<file path="src/rtl/bpsk_mod_text_if.sv">
// Handshake bundle for the text-link BPSK mapper.
// Carries the word input (valid/ready), the symbol output (valid/ready/last)
// and the busy flag. When BPSK_MOD_PACKED_OUT_EN is defined, the bundle also
// carries the packed whole-word output.
// The master modport is the side that feeds words and sinks symbols.
// The slave modport is the mapper itself.
interface bpsk_mod_text_if #(
    parameter int n = 12
);
    logic [n-1:0]   DataIn;
    logic           in_valid;
    logic           in_ready;
    logic [1:0]     sym_out;
    logic           sym_valid;
    logic           sym_ready;
    logic           sym_last;
    logic           busy;
`ifdef BPSK_MOD_PACKED_OUT_EN
    logic [2*n-1:0] packed_out;
    logic           packed_valid;
`endif

    modport master (
        output DataIn,
        output in_valid,
        input  in_ready,
        input  sym_out,
        input  sym_valid,
        output sym_ready,
        input  sym_last,
        input  busy
`ifdef BPSK_MOD_PACKED_OUT_EN
        ,
        input  packed_out,
        input  packed_valid
`endif
    );

    modport slave (
        input  DataIn,
        input  in_valid,
        output in_ready,
        output sym_out,
        output sym_valid,
        input  sym_ready,
        output sym_last,
        output busy
`ifdef BPSK_MOD_PACKED_OUT_EN
        ,
        output packed_out,
        output packed_valid
`endif
    );
endinterface

</file>
<file path="src/rtl/bpsk_mod_text.sv">
// BPSK symbol mapper for the text link.
// The mapper accepts one n-bit word, then emits it LSB first as one 2-bit
// symbol per accepted beat: bit 0 gives SYM_ZERO and bit 1 gives SYM_ONE.
// A new word may be taken on the last beat, so words run back to back with
// no gap. in_ready is combinational from sym_ready on purpose, because that
// path enables the back-to-back handoff.
// Optional macro BPSK_MOD_PACKED_OUT_EN adds packed_out/packed_valid. These
// present the whole word's symbols in demodulator bit order once the word
// completes.
module bpsk_mod_text #(
    parameter int          n        = 12,
    parameter logic [1:0]  SYM_ZERO = 2'b01,
    parameter logic [1:0]  SYM_ONE  = 2'b10
) (
    input  logic              clk,
    input  logic              rst_n,
    bpsk_mod_text_if.slave    bus
);
    localparam int             CW       = $clog2(n) + 1;
    localparam logic [CW-1:0]  LAST_CNT = CW'(n - 1);

    typedef enum logic [0:0] {
        ST_IDLE = 1'b0,
        ST_SEND = 1'b1
    } state_t;

    state_t          state_r;
    state_t          state_nxt_s;
    logic [n-1:0]    shift_r;
    logic [n-1:0]    shift_nxt_s;
    logic [CW-1:0]   bit_cnt_r;
    logic [CW-1:0]   bit_cnt_nxt_s;
    logic [1:0]      sym_out_r;
    logic            sym_valid_r;
    logic            sym_last_r;
    logic            busy_r;
    logic            in_ready_s;
    logic            beat_s;

    // Map one data bit onto its channel symbol.
    function automatic logic [1:0] map_bit(input logic b);
        return b ? SYM_ONE : SYM_ZERO;
    endfunction

    // Word acceptance and beat completion qualifiers.
    always_comb begin
        in_ready_s = (state_r == ST_IDLE) ||
                     ((state_r == ST_SEND) && sym_last_r && bus.sym_ready);
        beat_s     = sym_valid_r && bus.sym_ready;
    end

    // Next state, shift register and bit counter.
    always_comb begin
        state_nxt_s   = state_r;
        shift_nxt_s   = shift_r;
        bit_cnt_nxt_s = bit_cnt_r;
        case (state_r)
            ST_IDLE: begin
                if (bus.in_valid) begin
                    state_nxt_s   = ST_SEND;
                    shift_nxt_s   = bus.DataIn;
                    bit_cnt_nxt_s = {CW{1'b0}};
                end else begin
                    state_nxt_s   = ST_IDLE;
                end
            end
            ST_SEND: begin
                if (beat_s && sym_last_r) begin
                    if (bus.in_valid) begin
                        // Back-to-back word: reload without leaving SEND.
                        state_nxt_s   = ST_SEND;
                        shift_nxt_s   = bus.DataIn;
                        bit_cnt_nxt_s = {CW{1'b0}};
                    end else begin
                        state_nxt_s   = ST_IDLE;
                        shift_nxt_s   = shift_r >> 1;
                        bit_cnt_nxt_s = {CW{1'b0}};
                    end
                end else if (beat_s) begin
                    shift_nxt_s   = shift_r >> 1;
                    bit_cnt_nxt_s = bit_cnt_r + {{(CW-1){1'b0}}, 1'b1};
                end else begin
                    // Downstream stalled: hold symbol and position.
                    shift_nxt_s   = shift_r;
                    bit_cnt_nxt_s = bit_cnt_r;
                end
            end
            default: begin
                state_nxt_s   = ST_IDLE;
                shift_nxt_s   = {n{1'b0}};
                bit_cnt_nxt_s = {CW{1'b0}};
            end
        endcase
    end

    // State and registered symbol outputs, derived from the next state so
    // the first symbol appears the cycle after the word is accepted.
    always_ff @(posedge clk or negedge rst_n) begin
        if (!rst_n) begin
            state_r     <= ST_IDLE;
            shift_r     <= {n{1'b0}};
            bit_cnt_r   <= {CW{1'b0}};
            sym_out_r   <= 2'b00;
            sym_valid_r <= 1'b0;
            sym_last_r  <= 1'b0;
            busy_r      <= 1'b0;
        end else begin
            state_r     <= state_nxt_s;
            shift_r     <= shift_nxt_s;
            bit_cnt_r   <= bit_cnt_nxt_s;
            sym_out_r   <= (state_nxt_s == ST_SEND) ? map_bit(shift_nxt_s[0]) : 2'b00;
            sym_valid_r <= (state_nxt_s == ST_SEND);
            sym_last_r  <= (state_nxt_s == ST_SEND) && (bit_cnt_nxt_s == LAST_CNT);
            busy_r      <= (state_nxt_s == ST_SEND);
        end
    end

    assign bus.in_ready  = in_ready_s;
    assign bus.sym_out   = sym_out_r;
    assign bus.sym_valid = sym_valid_r;
    assign bus.sym_last  = sym_last_r;
    assign bus.busy      = busy_r;

`ifdef BPSK_MOD_PACKED_OUT_EN
    logic [2*n-1:0]  acc_r;
    logic [2*n-1:0]  acc_ins_s;
    logic [2*n-1:0]  packed_out_r;
    logic            packed_valid_r;
    logic            last_beat_s;

    // Accumulator with the current symbol dropped into its bit slot.
    always_comb begin
        acc_ins_s   = acc_r;
        last_beat_s = beat_s && sym_last_r;
        for (int i = 0; i < n; i++) begin
            if (bit_cnt_r == CW'(i)) begin
                acc_ins_s[2*i +: 2] = sym_out_r;
            end else begin
                acc_ins_s[2*i +: 2] = acc_r[2*i +: 2];
            end
        end
    end

    // Collect symbols per beat; publish the word when its last beat completes.
    always_ff @(posedge clk or negedge rst_n) begin
        if (!rst_n) begin
            acc_r          <= {(2*n){1'b0}};
            packed_out_r   <= {(2*n){1'b0}};
            packed_valid_r <= 1'b0;
        end else begin
            acc_r          <= beat_s ? acc_ins_s : acc_r;
            packed_out_r   <= last_beat_s ? acc_ins_s : packed_out_r;
            packed_valid_r <= last_beat_s;
        end
    end

    assign bus.packed_out   = packed_out_r;
    assign bus.packed_valid = packed_valid_r;
`endif

endmodule

</file>
<file path="src/flat_wrapper.sv">
// flat-port wrapper written by rule: the top's interface ports become plain ports
module bpsk_mod_text_flat 
#(
    parameter int          n        = 12,
    parameter logic [1:0]  SYM_ZERO = 2'b01,
    parameter logic [1:0]  SYM_ONE  = 2'b10
)
  (clk, rst_n, bus_DataIn, bus_in_valid, bus_in_ready, bus_sym_out, bus_sym_valid, bus_sym_ready, bus_sym_last, bus_busy);
  bpsk_mod_text_if #(.n(n)) bus_i ();
  input  logic clk;
  input  logic rst_n;
  input wire logic [$bits(bus_i.DataIn)-1:0] bus_DataIn;
  input wire logic [$bits(bus_i.in_valid)-1:0] bus_in_valid;
  output wire logic [$bits(bus_i.in_ready)-1:0] bus_in_ready;
  output wire logic [$bits(bus_i.sym_out)-1:0] bus_sym_out;
  output wire logic [$bits(bus_i.sym_valid)-1:0] bus_sym_valid;
  input wire logic [$bits(bus_i.sym_ready)-1:0] bus_sym_ready;
  output wire logic [$bits(bus_i.sym_last)-1:0] bus_sym_last;
  output wire logic [$bits(bus_i.busy)-1:0] bus_busy;
  assign bus_i.DataIn = bus_DataIn;
  assign bus_i.in_valid = bus_in_valid;
  assign bus_in_ready = bus_i.in_ready;
  assign bus_sym_out = bus_i.sym_out;
  assign bus_sym_valid = bus_i.sym_valid;
  assign bus_i.sym_ready = bus_sym_ready;
  assign bus_sym_last = bus_i.sym_last;
  assign bus_busy = bus_i.busy;
  bpsk_mod_text #(.n(n), .SYM_ZERO(SYM_ZERO), .SYM_ONE(SYM_ONE)) u_core (.clk(clk), .rst_n(rst_n), .bus(bus_i));
endmodule
</file>
<file path="config.mk">
export PLATFORM = sky130hd
export DESIGN_NAME = bpsk_mod_text_flat
export DESIGN_NICKNAME = d
export VERILOG_FILES = /design/src/rtl/bpsk_mod_text_if.sv /design/src/rtl/bpsk_mod_text.sv /design/src/flat_wrapper.sv
export SDC_FILE = /design/constraint.sdc
export NUM_CORES = 1
export LEC_CHECK = 0
export CAP_MARGIN = 20
export CORE_MARGIN = 3
export CORE_UTILIZATION = 40
export DETAILED_ROUTE_END_ITERATION = 7
export PLACE_DENSITY = 0.63
export SLEW_MARGIN = 10
export SYNTH_ARGS = -nofsm -noshare
export SYNTH_HDL_FRONTEND = slang
export SYNTH_SLANG_ARGS = --single-unit
</file>
<file path="constraint.sdc">
create_clock -name clk -period 1.8 [get_ports clk]
set_input_delay 0.54 -clock clk [delete_from_list [all_inputs] [get_ports clk]]
set_output_delay 0.54 -clock clk [all_outputs]
set_load 0.02 [all_outputs]
</file>
==> results.json <==
{
  "hp-start": "u_core.shift_r[1]",
  "hold_violations": 0,
  "areaGrowthSynthToFinish_pct": 31.65,
  "drive_above_1_share_pct": 20.49,
  "cts_setup_buffers": 0,
  "vdd_ir_drop_max_mv": 0.7170,
  "syn_nets": 108,
  "min_path_type": "reg2reg",
  "critPathArrivalTime_ns": 1.20,
  "clk_latency_ns": 0.30,
  "track_usage_pct": 13.79,
  "finalInstanceArea_um2": 1338,
  "synth.yosys.seq_area_share_pct": 51.72,
  "layoutNonFillerInstCount": 150,
  "r2r_end": "u_core.shift_r[7]",
  "first_iter_violations": 42,
  "dpl.cell_count": 146,
  "critPathMaxFanout": 13,
  "dr.pass1.iters": 4,
  "grt_pass1_vias": 802,
  "drt_wl_total_mm": 2.079,
  "setup_ws_ns": 0.06140,
  "antenna-diode-count": 0,
  "cp_top_family": "buffers and inverters",
  "wl_per_cell_um": 13.86,
  "setup_viol": 0,
  "fp.dieH_um": 56.40,
  "crit_chain": "buf_4, dlygate4sd2_1",
  "worstRegToRegCells": 6,
  "outcome": "finished, final reports clean",
  "hold_buffers": 0,
  "rows": 17,
  "synthCells": 91,
  "cts-root-buf": "clkbuf_4",
  "relSlewSlack_pct": 70.50,
  "fin_crit_ns": 1.739,
  "core_area_um2": 2318,
  "total_power_uw": 1630,
  "cts_max_level": 1,
  "cp_slowest_cell": "dfrtp_1",
  "cts_max_path_buffers": 2,
  "synth_area_um2": 1016,
  "cellPowerDensity_nw_per_um2": 1219,
  "die_w_um": 56.40,
  "whs_path_depth": 2,
  "vias": 819,
  "crit_buf_inv": 2,
  "worst_setup_path_end_kind": "output port",
  "die-area_um2": 3180,
  "final_max_slew_viol_count": 0,
  "start_util_pct": 43.82,
  "hold_path_end": "u_core.shift_r[1]",
  "placed_area_um2": 1309,
  "grt_max_degree": 22,
  "cts_tree": "done",
  "antenna_found_initial": 0,
  "crit_required_ns": 1.26,
  "worst_pin_slew_ns": 0.4425,
  "p_leak_uw": 0.0007314,
  "syn_area_per_cell_um2": 11.16,
  "numCtsBuffers": 3,
  "routed_via_density": 5.460,
  "path_class": "reg2out",
  "startpoint": "u_core.state_r",
  "ant_nets": 0,
  "clk_pin_slew_worst_paths_ns": 0.13,
  "r2r_setup_slack_ns": 0.29,
  "post-route-period-util_pct": 96.59,
  "pre_cts_slack_ns": -0.5074,
  "cp-start-kind": "flip-flop",
  "place_hpwl_mm": 1.556,
  "finalNetCount": 140,
  "place_congestion": 0.7597,
  "yosysTopAreaCell": "dfrtp_1",
  "crit_path_max_incr_delay_ns": 0.40,
  "skew_ns": 0.006659,
  "route.detailed.drc": 0,
  "grt_first_pass_wirelength_mm": 3.491,
  "synth.top_cell.area_share_pct": 51.72,
  "clkSinkCount": 21,
  "numPortBuffers": 21,
  "rsz0062_at_grt": "false",
  "ys_seq_elements": 21,
  "ys_top_cells_by_area": "dfrtp_1 (52%), a222oi_1 (9.9%), inv_1 (4.8%)",
  "maxCapViolCount": 0,
  "yosys_warnings": 0,
  "fmax_mhz": 575.2,
  "reg2reg_from": "u_core.bus.sym_last",
  "synth_cell_types": 38,
  "post-route-util_pct": 57.69,
  "pin_count": 22,
  "grt_overflow_total": 0
}
through the flow:
stage	hold slack, ns	setup TNS (ns)
6_report	0.5086	0
5_1_grt	0.5358	0
4_1_cts	0.5170	-0.1967
3_5_place_dp	0.4864	-4.344
3_3_place_gp	0.4736	-3.615
2_1_floorplan	0.2444	0
cell usage in the layout (no fill, tap or decap), types with 3 or more instances in the layout:
cell type | synthesis | final
dfrtp_1 | 21 | 21
clkdlybuf4s50_1 | 0 | 14
inv_1 | 13 | 13
buf_4 | 2 | 11
a222oi_1 | 10 | 10
nand2_1 | 5 | 5
clkbuf_4 | 0 | 3
dlymetal6s2s_1 | 0 | 3
dlygate4sd2_1 | 0 | 3
cell families after synthesis:
group	share of synthesized area, %
DFF	51.72
adders and majority gates	1.231
AOI/OAI and AO/OA	21.31
muxes	1.971
buffers and inverters	8.619
and+or+nand+nor	15.15
area by class of cell:
type                            instances  area (um2)
Clock buffer                            3       22.52
Clock inverter                          1       7.507
Fill cell                             201       980.9
Inverter                               14       52.55
Multi-Input combinational cell         51       402.9
Sequential cell                        21       525.5
Tap cell                               28       35.03
Timing Repair Buffer                   32       291.5
layer usage:
layer	global-route usage, %	wire, um
met1	18.43	1007
met3	2.299	94
met4	4.068	20
met5	0	0
met2	22.87	956
flip-flops by register name, indices dropped and copies added, names as in the netlist:
register / flops
u_core.bit_cnt_r: 5
u_core.bus.sym_last: 1
u_core.bus.sym_out: 2
u_core.shift_r: 12
u_core.state_r: 1
worst max-delay path by stage:
stage,slack [ns],end,cells after the start
global placement,-0.47,bus_in_ready,4
global route,0.008,bus_sym_valid,2
CTS,-0.20,bus_in_ready,4
floorplan,0.21,u_core.shift_r[10],6
detailed placement,-0.51,bus_in_ready,4
finish,0.06,bus_sym_valid,2
power by group:
group	switching [uW]	internal, uW	leakage (uW)
clock network	145	84.3	0.0000139
registers	131	648	0.000271
logic	285	337	0.000446
total	561	1070	0.000731
timing repair:
item,CTS,global route
pin swaps,1,1
cloned,0,0
gates resized for setup,6,4
setup endpoints to repair,5,12
synthesized netlist by cell type:
master and instances:
a211o_1 1, a21bo_2 1, a21boi_0 1, a21boi_2 1, a21o_1 1, a21oi_2 1
a222oi_1 10, a22o_2 2, a31oi_1 2, a32o_1 1, and2_1 1, and2_4 1
and3_1 1, and3b_1 1, and4b_2 1, and4bb_2 1, buf_2 1, buf_4 2
buf_6 1, clkbuf_1 1, dfrtp_1 21, ha_1 1, inv_1 13, inv_2 1
mux2i_1 2, nand2_1 5, nand2b_1 2, nand3b_1 2, nand4_1 2, nor2_1 2
nor2b_1 1, nor3b_1 1, nor4_1 1, o21ai_0 1, o22ai_1 1, o2bb2ai_1 1
or2_0 1, or2b_1 1
worst min-delay path, stage by stage, from the launching register on:
cell      delay, ns
dfrtp_1        0.37
a222oi_1       0.06
inv_1          0.05
(Power assumes the default switching activity.)
